<file path="src/rtl/core_pkg.sv">
// rtl/core_pkg.sv - shared types and constants for the memory access unit
package core_pkg;

  typedef enum logic [1:0] {
    ST_IDLE = 2'd0,
    ST_REQ  = 2'd1,
    ST_DONE = 2'd2
  } mau_state_t;

  localparam logic [2:0] F3_B  = 3'b000;
  localparam logic [2:0] F3_H  = 3'b001;
  localparam logic [2:0] F3_W  = 3'b010;
  localparam logic [2:0] F3_BU = 3'b100;
  localparam logic [2:0] F3_HU = 3'b101;

  localparam int DEFAULT_TIMEOUT_CYCLES = 255;

endpackage

</file>
<file path="src/rtl/load_extend.sv">
// rtl/load_extend.sv - lane select and sign/zero extension of a loaded word
module load_extend
  import core_pkg::*;
(
  input  logic [31:0] rdata,
  input  logic [1:0]  offset,
  input  logic [2:0]  funct3,
  output logic [31:0] result
);

  logic [7:0]  byte_sel;
  logic [15:0] half_sel;

  always_comb begin
    byte_sel = rdata[{offset, 3'b000} +: 8];
    half_sel = offset[1] ? rdata[31:16] : rdata[15:0];
    case (funct3)
      F3_B:    result = {{24{byte_sel[7]}}, byte_sel};
      F3_H:    result = {{16{half_sel[15]}}, half_sel};
      F3_BU:   result = {24'd0, byte_sel};
      F3_HU:   result = {16'd0, half_sel};
      default: result = rdata;
    endcase
  end

endmodule

</file>
<file path="src/rtl/mem_access_unit.sv">
// rtl/mem_access_unit.sv - MEM-stage load/store unit driving a single-beat data bus
module mem_access_unit
  import core_pkg::*;
#(
  parameter int TIMEOUT_CYCLES = DEFAULT_TIMEOUT_CYCLES
) (
  input  logic        clk,
  input  logic        reset,
  input  logic        mem_mem_read,
  input  logic        mem_mem_write,
  input  logic [2:0]  mem_funct3,
  input  logic [31:0] mem_alu_result,
  input  logic [31:0] mem_write_data,
  output logic [31:0] mem_read_result,
  output logic        stall_mem,
  output logic        access_err,
  output logic        dbus_req,
  output logic        dbus_we,
  output logic [31:0] dbus_addr,
  output logic [31:0] dbus_wdata,
  output logic [3:0]  dbus_be,
  input  logic        dbus_ack,
  input  logic [31:0] dbus_rdata
);

  localparam logic [7:0] CNT_LAST = 8'(TIMEOUT_CYCLES - 1);

  mau_state_t  state;
  logic [7:0]  cnt;
  logic [1:0]  off_q;
  logic [2:0]  f3_q;
  logic        access_req, legal, aligned, accept, reject;
  logic [3:0]  be_n;
  logic [31:0] wdata_n;
  logic [31:0] load_val;

  always_comb begin
    access_req = mem_mem_read | mem_mem_write;
    if (mem_mem_write)
      legal = mem_funct3 inside {F3_B, F3_H, F3_W};
    else
      legal = mem_funct3 inside {F3_B, F3_H, F3_W, F3_BU, F3_HU};
    case (mem_funct3[1:0])
      2'b01:   aligned = ~mem_alu_result[0];
      2'b10:   aligned = (mem_alu_result[1:0] == 2'b00);
      default: aligned = 1'b1;
    endcase
    accept = (state == ST_IDLE) && access_req && legal && aligned;
    reject = (state == ST_IDLE) && access_req && !(legal && aligned);
    // Loads reuse the size-based lane pattern so the bus sees which bytes are wanted.
    case (mem_funct3[1:0])
      2'b00: begin
        wdata_n = {4{mem_write_data[7:0]}};
        be_n    = 4'b0001 << mem_alu_result[1:0];
      end
      2'b01: begin
        wdata_n = {2{mem_write_data[15:0]}};
        be_n    = mem_alu_result[1] ? 4'b1100 : 4'b0011;
      end
      default: begin
        wdata_n = mem_write_data;
        be_n    = 4'b1111;
      end
    endcase
  end

  // Gated by reset so the pipeline is released the instant reset asserts.
  assign stall_mem = reset & (accept | (state == ST_REQ));

  load_extend u_load_extend (
    .rdata  (dbus_rdata),
    .offset (off_q),
    .funct3 (f3_q),
    .result (load_val)
  );

  always_ff @(posedge clk or negedge reset) begin
    if (!reset) begin
      state           <= ST_IDLE;
      cnt             <= 8'd0;
      off_q           <= 2'd0;
      f3_q            <= 3'd0;
      dbus_req        <= 1'b0;
      dbus_we         <= 1'b0;
      dbus_addr       <= 32'd0;
      dbus_wdata      <= 32'd0;
      dbus_be         <= 4'd0;
      mem_read_result <= 32'd0;
      access_err      <= 1'b0;
    end else begin
      access_err <= 1'b0;
      case (state)
        ST_IDLE: begin
          if (accept) begin
            dbus_req   <= 1'b1;
            dbus_we    <= mem_mem_write;
            dbus_addr  <= {mem_alu_result[31:2], 2'b00};
            dbus_be    <= be_n;
            dbus_wdata <= wdata_n;
            off_q      <= mem_alu_result[1:0];
            f3_q       <= mem_funct3;
            cnt        <= 8'd0;
            state      <= ST_REQ;
          end else if (reject) begin
            access_err <= 1'b1;
          end
        end
        ST_REQ: begin
          if (dbus_ack) begin
            dbus_req <= 1'b0;
            cnt      <= 8'd0;
            if (!dbus_we) mem_read_result <= load_val;
            state    <= ST_DONE;
          end else if (cnt == CNT_LAST) begin
            dbus_req   <= 1'b0;
            access_err <= 1'b1;
            cnt        <= 8'd0;
            if (!dbus_we) mem_read_result <= 32'd0;
            state      <= ST_DONE;
          end else begin
            cnt <= cnt + 8'd1;
          end
        end
        // DONE never looks at the request lines, so a held instruction is not reissued.
        ST_DONE: state <= ST_IDLE;
        default: state <= ST_IDLE;
      endcase
    end
  end

endmodule

</file>
<file path="config.mk">
export PLATFORM = sky130hd
export DESIGN_NAME = mem_access_unit
export DESIGN_NICKNAME = d
export VERILOG_FILES = /design/src/rtl/core_pkg.sv /design/src/rtl/load_extend.sv /design/src/rtl/mem_access_unit.sv
export SDC_FILE = /design/constraint.sdc
export NUM_CORES = 1
export LEC_CHECK = 0
export ABC_CLOCK_PERIOD_IN_PS = 5550
export CAP_MARGIN = 10
export CORE_MARGIN = 2
export CORE_UTILIZATION = 48
export CTS_CLUSTER_DIAMETER = 60
export DETAILED_ROUTE_END_ITERATION = 8
export HOLD_SLACK_MARGIN = 0.06
export PLACE_DENSITY = 0.86
export SYNTH_ARGS = -nofsm -noshare
export SYNTH_HDL_FRONTEND = slang
export SYNTH_SLANG_ARGS = --single-unit
</file>
<file path="constraint.sdc">
create_clock -name clk -period 5.55 [get_ports clk]
set_input_delay 0.555 -clock clk [delete_from_list [all_inputs] [get_ports clk]]
set_output_delay 0.555 -clock clk [all_outputs]
set_load 0.01 [all_outputs]
</file>
==> results.json <==
{
  "cts_root_buf": "clkbuf_16",
  "fin_crit_ns": 4.03,
  "switchingPower_mw": 1.35,
  "io_pins": 208,
  "drc": 0,
  "grt_pass1_wl_mm": 25.0,
  "clk_pin_slew_ns": 0.05,
  "cts_resized": 0,
  "synthArstFlopShare_pct": 100,
  "cts_tree": "done",
  "timing.hold.ws_ns": 0.179,
  "synthCells": 467,
  "swShare_pct": 31.9,
  "drv_slew": 0,
  "max-vdd-ir-drop_v": 0.000284,
  "multi_input_area_um2": 2340,
  "min_path_type": "in -> async",
  "intPower_mw": 2.88,
  "clock_skew_ns": 0.00952,
  "areaGrowthSynthToFinish_pct": 49.1,
  "fin_setup_tns_ns": 0,
  "finalSetupViolations": 0,
  "fin_ws_ns": 1.52,
  "synth_area_um2": 5510,
  "ff_latch_area_um2": 2900,
  "yosysWarningCount": 0,
  "num_rows": 39,
  "fp.dieW_um": 111,
  "die_h_um": 111,
  "cts_hold_buffers": 0,
  "place_congestion": 0.778,
  "grt_pass1_vias": 4978,
  "max_clock_freq_mhz": 248,
  "grt_start_max_net_pins": 67,
  "pwr-share-seq_pct": 35.1,
  "power_mw": 4.23,
  "dpl.hpwl_mm": 11.1,
  "post_cts_buffers": 0,
  "p_leak_nw": 3.59,
  "nets": 774,
  "r2r-start": "off_q[1]",
  "reg2reg_depth": 4,
  "worstPathArrival_ns": 3.48,
  "required_ns": 4.99,
  "max_slew_margin_pct": 26.9,
  "dr.first_iter.drc_count": 206,
  "first_pass_iters": 5,
  "power_frac_clock_pct": 25.5,
  "initial_utilization_pct": 48.6,
  "vias": 4714,
  "drive_gt1_share_pct": 15.1,
  "power_frac_comb_pct": 39.4,
  "cp-start-kind": "primary input",
  "cp_max_fo": 18,
  "wl_mm": 15.6,
  "ys_seq_elements": 116,
  "track_usage_pct": 25.6,
  "rsz0062_at_grt": "no",
  "die-area_um2": 12300,
  "clock_sinks": 116,
  "synth-edff-count": 0,
  "antenna_left": 0,
  "avgSynthCellArea_um2": 11.8,
  "r2r_slack_ns": 2.92,
  "drv_cap": 0,
  "min_period_over_period_pct": 72.7,
  "cellPowerDensity_nw_per_um2": 515,
  "wl_per_cell_um": 19.0,
  "ys_types": 50,
  "synth-seq-area-share_pct": 52.7,
  "clk_path_buf_depth": 2,
  "port_buffers": 205,
  "ctsHtreeMaxLevel": 4,
  "antenna_found_initial": 0,
  "num_antenna_cells": 0,
  "dp_slack_ns": 1.58,
  "tightest_slew_ns": 1.09,
  "ys.flop_type": "dfrtp_1",
  "path_class": "in -> out",
  "reg2reg_to": "mem_read_result[24]",
  "outcome": "completed",
  "cts_made_buffers": 17,
  "clk_latency_ns": 0.41,
  "overflow": 0,
  "crit_path_end_kind": "output pin",
  "hold_violations": 0,
  "core_area_um2": 11300,
  "n_fill_cell": 774,
  "viasPerCell": 5.75
}
-- through the flow --
| step | instance area (um2) | instances | utilization [%] |
|---|---|---|---|
| 2_1_floorplan | 5510 | 468 | - |
| 3_3_place_gp | 7630 | 788 | 67.4 |
| 3_5_place_dp | 7630 | 788 | 67.4 |
| 4_1_cts | 8210 | 820 | 72.5 |
| 5_1_grt | 8210 | 820 | 72.5 |
| 6_report | 8210 | 820 | 72.5 |
-- critical path: stages --
cell and delay (ns):
clkdlybuf4s50_1 0.46, inv_1 0.13, ha_1 0.56, nand2b_1 0.15
a311o_1 0.39, o21ai_0 0.48, and2_1 0.20, clkdlybuf4s50_1 0.55
-- sequential cells by signal (all words and copies together), names as in the netlist --
register         flops
dbus_be              4
cnt                  8
off_q                2
mem_read_result     32
dbus_we              1
access_err           1
dbus_req             1
dbus_addr           30
f3_q                 3
state                2
dbus_wdata          32
-- power groups by stage --
stage / clock network, mW / registers [mW] / logic (mW)
after CTS: 1.09 / 1.48 / 1.68
after detailed placement: 0 / 1.49 / 1.66
after floorplan: 0 / 1.58 / 0.615
after global placement: 0 / 1.47 / 1.62
after global routing: 1.13 / 1.53 / 1.78
final: 1.08 / 1.49 / 1.67
-- how the worst max path moves through the flow --
stage	startpoint	to	slack, ns	depth (start not counted)
6_report	mem_funct3[1]	stall_mem	1.52	8
3_5_place_dp	mem_funct3[1]	stall_mem	1.58	8
4_1_cts	mem_funct3[1]	stall_mem	1.53	8
3_3_place_gp	mem_funct3[1]	stall_mem	1.71	8
5_1_grt	mem_funct3[1]	stall_mem	1.31	8
2_1_floorplan	mem_funct3[0]	stall_mem	2.89	6
-- synth_stat cells, types with 2 or more instances --
library cell    n  area [um2]
a22o_1         11        96.3
mux2i_1        25         250
o21a_1          5        37.5
nor3_1          3        15.0
nor2b_1         7        43.8
o221ai_1        7        61.3
a21o_1          2        15.0
nor4_1          2        12.5
buf_2          11        55.1
dfrtp_1       116        2900
nand2_1        14        52.6
nor3b_1         6        45.0
nand3_1         5        25.0
mux2_2         58         653
o21ai_0        35         175
o21bai_1        2        15.0
clkbuf_1       17        63.8
a221o_1        26         260
nand2b_1        5        31.3
ha_1            6        75.1
buf_4           2        15.0
inv_1          33         124
a21oi_1        15        75.1
or3_1           3        18.8
xnor2_1         2        17.5
and2_1          8        50.1
nor2_1          9        33.8
nand4_1         5        31.3
o2bb2ai_1       4        35.0
and3_1          3        18.8
-- per-layer routing --
layer	vias to the layer above	track usage (%)	routed length, um
met5	-	0	0
met4	0	10.7	476
met3	46	10.6	1500
met2	261	42.3	7690
met1	2295	29.7	5950
li1	2112	-	-
-- cells by family after synthesis --
| group | Yosys count | share of synthesized area [%] |
|---|---|---|
| AOI/OAI and AO/OA | 117 | 15.8 |
| DFF | 116 | 52.7 |
| muxes | 84 | 16.8 |
| and+or+nand+nor | 77 | 8.04 |
| buffers and inverters | 64 | 4.89 |
| adders and majority gates | 6 | 1.36 |
| xor gates and xnor gates | 2 | 0.318 |
| other | 1 | 0.0681 |
-- cell type report --
type	count	share of cell area, %
Tap cell	143	2.18
Clock inverter	15	1.92
Inverter	33	1.51
Sequential cell	116	35.3
Clock buffer	17	5.18
Timing Repair Buffer	208	25.4
Multi-Input combinational cell	288	28.5
-- cell usage in the layout, fill, tap and decap left out, types with 5 or more instances in the layout --
cell             synthesis  routed
clkdlybuf4s50_1          0     204
mux2i_1                 25      25
nor2_1                   9       9
a21oi_1                 15      15
a221o_1                 26      26
nand3_1                  5       5
o21a_1                   5       5
nand4_1                  5       5
o221ai_1                 7       7
dfrtp_1                116     116
inv_1                   33      33
nor3b_1                  6       6
ha_1                     6       6
and2_1                   8       8
clkbuf_16                0      17
nand2b_1                 5       5
nand2_1                 14      14
a22o_1                  11      11
mux2_2                  58      58
nor2b_1                  7       7
o21ai_0                 35      34
No activity file was read; power rests on OpenSTA's default activity.
